[config.mk]
export PLATFORM = sky130hd
export DESIGN_NAME = reorder_buffer
export DESIGN_NICKNAME = d
export VERILOG_FILES = /design/src/rtl/reorder_buffer.sv
export SDC_FILE = /design/constraint.sdc
export NUM_CORES = 2
export LEC_CHECK = 0
export CAP_MARGIN = 30
export CELL_PAD_IN_SITES_DETAIL_PLACEMENT = 0
export CELL_PAD_IN_SITES_GLOBAL_PLACEMENT = 2
export CORE_MARGIN = 1.5
export CORE_UTILIZATION = 37
export DETAILED_ROUTE_END_ITERATION = 7
export PLACE_DENSITY = 0.9
export SYNTH_ARGS = -nofsm -noshare
export SYNTH_HDL_FRONTEND = slang
export SYNTH_SLANG_ARGS = --single-unit
[constraint.sdc]
create_clock -name clk -period 4.7 [get_ports clk]
set_input_delay 0.94 -clock clk [delete_from_list [all_inputs] [get_ports clk]]
set_output_delay 0.94 -clock clk [all_outputs]
set_load 0.05 [all_outputs]
[src/rtl/reorder_buffer.sv]
// Reorder buffer: results arrive out of order on several common data buses
// and retire one per cycle in allocation order; issue can look up operands by tag.
module reorder_buffer #(
  parameter int XLEN    = 32,
  parameter int DEPTH   = 8,
  parameter int NUM_CDB = 6,
  parameter int REG_AW  = 5,
  localparam int TAG_W  = $clog2(DEPTH)
) (
  input  logic                     clk,
  input  logic                     rst_n,
  input  logic                     flush,
  input  logic                     alloc_valid,
  input  logic [REG_AW-1:0]        alloc_rd,
  input  logic                     alloc_has_dest,
  output logic                     alloc_ready,
  output logic [TAG_W-1:0]         alloc_tag,
  input  logic [NUM_CDB-1:0]       cdb_valid,
  input  logic [NUM_CDB*TAG_W-1:0] cdb_tag,
  input  logic [NUM_CDB*XLEN-1:0]  cdb_data,
  input  logic [TAG_W-1:0]         src_tag0,
  input  logic [TAG_W-1:0]         src_tag1,
  output logic                     src_ready0,
  output logic                     src_ready1,
  output logic [XLEN-1:0]          src_data0,
  output logic [XLEN-1:0]          src_data1,
  output logic                     commit_wen,
  output logic [REG_AW-1:0]        commit_idx,
  output logic [XLEN-1:0]          commit_data,
  output logic [TAG_W-1:0]         commit_tag,
  output logic                     commit_valid,
  output logic [TAG_W:0]           count,
  output logic                     empty,
  output logic                     full
);

  logic [DEPTH-1:0]  busy_q, busy_d, done_q, done_d;
  logic [DEPTH-1:0]  has_dest_q, has_dest_d;
  logic [REG_AW-1:0] rd_q [DEPTH];
  logic [REG_AW-1:0] rd_d [DEPTH];
  logic [XLEN-1:0]   value_q [DEPTH];
  logic [XLEN-1:0]   value_d [DEPTH];
  logic [TAG_W-1:0]  head_q, head_d, tail_q, tail_d;
  logic [TAG_W:0]    count_q, count_d;
  logic              commit_valid_q, commit_valid_d, commit_wen_q, commit_wen_d;
  logic [REG_AW-1:0] commit_idx_q, commit_idx_d;
  logic [XLEN-1:0]   commit_data_q, commit_data_d;
  logic [TAG_W-1:0]  commit_tag_q, commit_tag_d;

  logic [DEPTH-1:0]  cdb_hit;
  logic [XLEN-1:0]   cdb_val [DEPTH];
  logic              alloc_fire, retire;

  // Per-entry CDB match; scanning downward leaves the lowest channel in place.
  always_comb begin
    for (int e = 0; e < DEPTH; e++) begin
      cdb_hit[e] = 1'b0;
      cdb_val[e] = '0;
      for (int i = NUM_CDB - 1; i >= 0; i--) begin
        if (cdb_valid[i] && (cdb_tag[i*TAG_W +: TAG_W] == TAG_W'(e))) begin
          cdb_hit[e] = 1'b1;
          cdb_val[e] = cdb_data[i*XLEN +: XLEN];
        end
      end
    end
  end

  assign alloc_ready = (count_q < (TAG_W+1)'(DEPTH));
  assign alloc_tag   = tail_q;
  assign alloc_fire  = alloc_valid && alloc_ready;
  assign retire      = busy_q[head_q] && done_q[head_q];
  assign count       = count_q;
  assign empty       = (count_q == '0);
  assign full        = (count_q == (TAG_W+1)'(DEPTH));

  always_comb begin
    busy_d         = busy_q;
    done_d         = done_q;
    has_dest_d     = has_dest_q;
    rd_d           = rd_q;
    value_d        = value_q;
    head_d         = head_q;
    tail_d         = tail_q;
    count_d        = count_q;
    commit_valid_d = 1'b0;
    commit_wen_d   = 1'b0;
    commit_idx_d   = commit_idx_q;
    commit_data_d  = commit_data_q;
    commit_tag_d   = commit_tag_q;
    if (flush) begin
      busy_d  = '0;
      done_d  = '0;
      head_d  = '0;
      tail_d  = '0;
      count_d = '0;
    end else begin
      // The tail entry is never busy when allocation fires, so CDB hits on it drop out here.
      for (int e = 0; e < DEPTH; e++) begin
        if (busy_q[e] && !done_q[e] && cdb_hit[e]) begin
          done_d[e]  = 1'b1;
          value_d[e] = cdb_val[e];
        end
      end
      if (retire) begin
        busy_d[head_q] = 1'b0;
        done_d[head_q] = 1'b0;
        head_d         = head_q + TAG_W'(1);
        commit_valid_d = 1'b1;
        commit_wen_d   = has_dest_q[head_q];
        commit_idx_d   = rd_q[head_q];
        commit_data_d  = value_q[head_q];
        commit_tag_d   = head_q;
      end
      if (alloc_fire) begin
        busy_d[tail_q]     = 1'b1;
        done_d[tail_q]     = 1'b0;
        rd_d[tail_q]       = alloc_rd;
        has_dest_d[tail_q] = alloc_has_dest;
        tail_d             = tail_q + TAG_W'(1);
      end
      count_d = count_q + (TAG_W+1)'(alloc_fire) - (TAG_W+1)'(retire);
    end
  end

  always_ff @(posedge clk or negedge rst_n) begin
    if (!rst_n) begin
      busy_q         <= '0;
      done_q         <= '0;
      head_q         <= '0;
      tail_q         <= '0;
      count_q        <= '0;
      commit_valid_q <= 1'b0;
      commit_wen_q   <= 1'b0;
      commit_idx_q   <= '0;
      commit_data_q  <= '0;
      commit_tag_q   <= '0;
    end else begin
      busy_q         <= busy_d;
      done_q         <= done_d;
      head_q         <= head_d;
      tail_q         <= tail_d;
      count_q        <= count_d;
      commit_valid_q <= commit_valid_d;
      commit_wen_q   <= commit_wen_d;
      commit_idx_q   <= commit_idx_d;
      commit_data_q  <= commit_data_d;
      commit_tag_q   <= commit_tag_d;
    end
  end

  // Entry payload is qualified by busy/done, so it needs no reset.
  always_ff @(posedge clk) begin
    has_dest_q <= has_dest_d;
    rd_q       <= rd_d;
    value_q    <= value_d;
  end

  assign commit_valid = commit_valid_q;
  assign commit_wen   = commit_wen_q;
  assign commit_idx   = commit_idx_q;
  assign commit_data  = commit_data_q;
  assign commit_tag   = commit_tag_q;

  always_comb begin
    src_ready0 = 1'b0;
    src_data0  = '0;
    src_ready1 = 1'b0;
    src_data1  = '0;
    if (busy_q[src_tag0]) begin
      if (done_q[src_tag0]) begin
        src_ready0 = 1'b1;
        src_data0  = value_q[src_tag0];
      end else if (cdb_hit[src_tag0]) begin
        src_ready0 = 1'b1;
        src_data0  = cdb_val[src_tag0];
      end
    end
    if (busy_q[src_tag1]) begin
      if (done_q[src_tag1]) begin
        src_ready1 = 1'b1;
        src_data1  = value_q[src_tag1];
      end else if (cdb_hit[src_tag1]) begin
        src_ready1 = 1'b1;
        src_data1  = cdb_val[src_tag1];
      end
    end
  end

endmodule
Yosys cells after proc, flatten, opt, wreduce, memory -nomap -nowiden
Index checks and enable logic that the tools add are counted.
{ "classes": {"n_eq_ne": 43, "n_lt_le_gt_ge": 12, "reduce_logical": 96, "bitwise_logic": 11, "add_sub_neg": 4, "n_mux": 185} }
{ "op_table": {"columns": ["operator", "count"], "rows": [
  ["$mux W32", 64],
  ["$bmux W32 S3", 5],
  ["$mux W1", 85],
  ["$eq A3 B3 Y1 const B", 24],
  ["$logic_and A1 B1 Y1", 69],
  ["$mux W8", 8],
  ["$bwmux W40", 1],
  ["$eq A3 B2 Y1 const B", 12],
  ["$bmux W1 S3", 9],
  ["$and A8 B8 Y8", 3],
  ["$reduce_and A2 Y1", 10],
  ["$eq A3 B1 Y1 const B", 6],
  ["$logic_not A3 Y1", 6],
  ["$ge A4 B4 Y1 const B", 4],
  ["$lt A3 B4 Y1 const B", 4],
  ["$not A3 Y4", 4],
  ["$not A8 Y8", 2],
  ["$bmux W5 S3", 1],
  ["$demux W5 S3", 1],
  ["$mux W5", 3],
  ["$mux W3", 4],
  ["$bwmux W8", 1],
  ["$logic_not A1 Y1", 8],
  ["$or A8 B8 Y8", 1],
  ["other kinds (12)", 16]
]} }
{ "totals": {"in_bits": 232, "output_inout_bits": 118, "wordCells": 378, "reg_bits": 372} }

Longest topological paths before layout
{ "logic_depth": {"word_depth": 17, "mapped_depth": 15, "ltp_nobuf": 13} }

Worst setup path after synthesis
Ideal clock, no wire load.
{ "synth_timing": {"kind": "input to output", "from": "input src_tag1[1]", "to": "output src_data1[20]", "path_slack_ps": -486, "required_time_ps": 3760, "arrival_time_ps": 4246, "n_path_buf": 6, "cell_stages": 9, "cell_sequence": "buf_2 -> buf_2 -> buf_2 -> buf_2 -> buf_2 -> buf_1 -> mux2i_1 -> o32ai_1 -> nor4_1"} }
{ "synth_between": {"elab_chain_cells": 7, "word_cells_on_any_way": 16, "classes_between": "mux (15); bitwise (1)"} }
{ "synth_lines": {"columns": ["element", "line", "source"], "rows": [
  ["start: declaration", "22", "input logic [TAG_W-1:0] src_tag1,"],
  ["$not A3 Y4 (not written as such)", "181, 184", null],
  ["$bmux W32 S3", "184", "src_data1 = cdb_val[src_tag1];"],
  ["$mux W32 (not written as such) (2 in series)", "184", null],
  ["$mux W32", "182", "end else if (cdb_hit[src_tag1]) begin"],
  ["$mux W32", "179", "if (done_q[src_tag1]) begin"],
  ["$mux W32 (*)", "178", "if (busy_q[src_tag1]) begin"],
  ["end: declaration", "26", "output logic [XLEN-1:0] src_data1,"]
]} }
Mark *: on every way between the ends. The rest lies on a longest branch, timed or not. The select of a mux whose other input is x is not followed.

Worst setup path after layout
{ "layout_timing": {"from": "input cdb_valid[0]", "to": "output src_data1[21]"} }
{ "layout_between": {"elab_chain_cells": 8, "word_cells_on_any_way": 32, "classes_between": "mux (24); reduce/logical (8)"} }
{ "layout_lines": {"columns": ["element", "line", "source"], "rows": [
  ["start: declaration", "18", "input logic [NUM_CDB-1:0] cdb_valid,"],
  ["$logic_and A1 B1 Y1", "60", "if (cdb_valid[i] && (cdb_tag[i*TAG_W +: TAG_W] == TAG_W'(e))) begin"],
  ["$mux W32", "60", null],
  ["$bmux W32 S3", "184", null],
  ["$mux W32 (not written as such) (2 in series)", "184", null],
  ["$mux W32 (*)", "182", null],
  ["$mux W32 (*)", "179", null],
  ["$mux W32 (*)", "178", null]
]} }
Marked as above.

==> summary.txt <==
Worst Tran Pin Value - 1.189 ns
Drc violations - 70
Crit path launch - cdb_valid[0]
Area Growth Syn to Fin - 42.79%
Final period util - 101.7%
Total negative setup slack - -0.3633 ns
Worst IR Drop VDD - 248.8 uV
Top cell type's share of synthesized area - 25.49%
Top Ports - 350
Slew Viols, Final - 0
Mapped Avg Cell Area - 9.048 sq um
Share of total power in the clock network - 27.6%
Ys flop type - edfxtp_1
ANT nets after route - 0
Vias - 44,540
Remaining Overflow, GRT - 0
GR Util All Layers - 40.60%
Yosys top cell by area - edfxtp_1
Synthesized instance count - 3,958
Power share of the combinational group - 41.4%
Die area - 98,670 sq um
Relative slew slack - 20.42%
Worst path max stage delay - 0.55 ns
Synthesized flop and latch total - 372
CP endpoint kind - output port
Number of buffers added on ports - 349
CP required - 3.76 ns
Post-synth net total - 4,199
Die height - 314.1 um
Initial Utilization - 37.53%
Num CTS Buffers - 39
Initial drt markers - 8,965
Largest net degree at the start of global routing - 50
RSZ-0062 raised after global routing - yes
Synth Warn # - 0
Sw power - 4.881 mW
Final worst slack - -0.07814 ns
Worst Path Max Fanout - 9
Die width - 314.1 um
Fin. Hold Viols - 0
Mapped Area - 35,810 sq um
Reg power frac - 31.0%
Internal power - 8.109 mW
Leakage - 19.75 nW
Synth cell types - 106
Finish-stage setup viols - 12
Initial antenna violation count - 11
Drt first pass iters - 8
Most used cell, CP - buf_4
Crit path time final - 4.778 ns
GPL Wtd Cong - 1.145
Worst path cell trace - buf_2, buf_6, buf_4, and4bb_2, nor2_2, nor4b_4, nor3_1, buf_4, buf_4, a221oi_2, a21oi_1, a22o_2, buf_12
HP Class - in2async
Cell row count - 113
Worst setup SP type - input port
Most common cell after layout, fill and taps aside - buf_4
Register area share after synthesis - 30.24%
Most frequent cells in the layout - 903 x buf_4, 304 x edfxtp_1, 300 x a221oi_1
Drt total wl - 210.3 mm
Clock tree from TritonCTS - built
Max Fclk - 209.3 MHz
H-tree level count - 2
Final net count - 5,076
Core ar. - 95,440 sq um
Max-Cap Viols - 0
DR vias/cell - 7.260
First-pass GRT wire length - 294.7 mm
Pwr dens - 254.0 nW/um^2
Top cells by area, synth - edfxtp_1 25%, mux4_2 9.8%, a221oi_1 7.9%
Pre-CTS setup slack - -0.6348 ns
Worst r2r src - head_q[1]
WL per Instance - 34.29 um
Clock transition at the registers of the reported paths - 0.07 ns
Failing checks - design-rule violations, negative setup slack
TritonCTS Sinks - 372
Half-perimeter wire length after placement - 154.3 mm
Clock latency on the worst-skew pair - 0.58 ns
Switching Share - 37.58%
Clk_skew - 0.02583 ns
Number of global-route vias before repair - 41,620
Ys async rst share - 18.28%
Outcome - finished with violations
EDFF count, synth - 304
WS Path Type - in2out
Layout cells sized above 1 - 35.35%
Worst Path Arrival - 3.84 ns
CP max stage cell - nor4b_4
CTS Root Cell - clkbuf_16
Clk buf depth - 3
-- layer usage --
metal | track usage (%) | up-vias | share of wire, %
li1 | - | 17770 | -
met1 | 51.38 | 20850 | 35
met2 | 57.37 | 4789 | 40
met3 | 18.77 | 1120 | 18
met4 | 21.21 | 8 | 7.1
met5 | 0.1934 | - | 0.030
-- worst max-delay path: cells and delay by family --
family,cells,cell delay [ns]
buffers and inverters,6,0.98
and+or+nand+nor,4,1.21
AOI/OAI and AO/OA,3,0.67
-- cell families (layout without fill, tap and decap cells) --
kind of cell	after synthesis	count (layout)	synth area share, %
AO/OA/AOI/OAI	1719	1720	35.19
XOR/XNOR	6	6	0.1467
adder cells (fa/ha/maj)	9	9	0.3354
buffers and inverters	763	1670	8.940
flip-flops	372	372	30.24
multiplexers	266	266	12.99
other	0	4	0
AND/OR/NAND/NOR	823	823	12.16
-- synth_stat cells (59+ instances only) --
master,instances
clkbuf_1,329
a221oi_1,323
edfxtp_1,304
o21ai_0,293
nor2_1,272
a21oi_1,228
nand2_1,219
inv_1,184
mux4_2,156
buf_2,143
o22ai_1,120
o221ai_1,118
a22o_1,86
a22oi_1,81
mux2i_1,79
a211oi_1,77
dfrtp_1,68
a221o_1,60
buf_1,59
-- layout make-up --
class / count / area (sq um)
fill: 8432 / 44300
multi-input combinational: 2824 / 23150
timing repair buffer: 1410 / 13390
sequential: 372 / 10830
tap: 1265 / 1583
clock buffer: 44 / 1026
inverter: 188 / 705.7
clock inverter: 28 / 434.2
antenna: 4 / 10.01
-- registers in the layout (all words and copies together) (netlist names) --
register,cells
commit_data,32
commit_wen,1
busy_q,8
commit_tag,3
value_q,256
alloc_tag,3
commit_valid,1
rd_q,40
commit_idx,5
count,4
head_q,3
done_q,8
has_dest_q,8
-- power by group through the flow --
stage	Clock (mW)	Sequential [mW]	Combinational (mW)
6_report	3.59	4.03	5.37
5_1_grt	3.69	4.05	5.50
4_1_cts	3.60	4.03	5.05
3_5_place_dp	0	4.10	4.90
3_3_place_gp	0	4.08	4.86
2_1_floorplan	0	4.63	1.92
-- worst paths after layout --
check / end / slack [ns] / cells past startpoint
worst min-delay path: commit_data[6] / 0.46 / 1
worst max register to register: count[2] / 1.24 / 11
worst max-delay path: src_data1[21] / -0.08 / 13
min in group clk: commit_tag[2] / 0.53 / 1
worst min register to register: commit_tag[2] / 0.53 / 1
max in group asynchronous: commit_data[28] / 3.34 / 2
-- through the flow --
step	util, %	hold slack (ns)	area [sq um]	total power [mW]	std cells
after floorplan	-	0.5441	35950	6.557	3958
after global placement	49.57	0.5117	47310	8.940	5938
after detailed placement	49.58	0.5213	47310	8.993	5939
after CTS	52.62	0.4639	50220	12.68	6079
after global routing	53.58	0.5136	51130	13.24	6133
final	53.58	0.4611	51140	12.99	6135
-- timing repair --
| item | CTS | global route |
|---|---|---|
| endpoints found under the hold margin | 0 | 0 |
| buffers inserted | 63 | 50 |
| pin swaps | 83 | 68 |
| hold buffers | 0 | 0 |
| cloned | 8 | 5 |
| setup endpoints to repair | 66 | 64 |
| resized for setup | 267 | 173 |
Power figures use the tool's default switching activity.
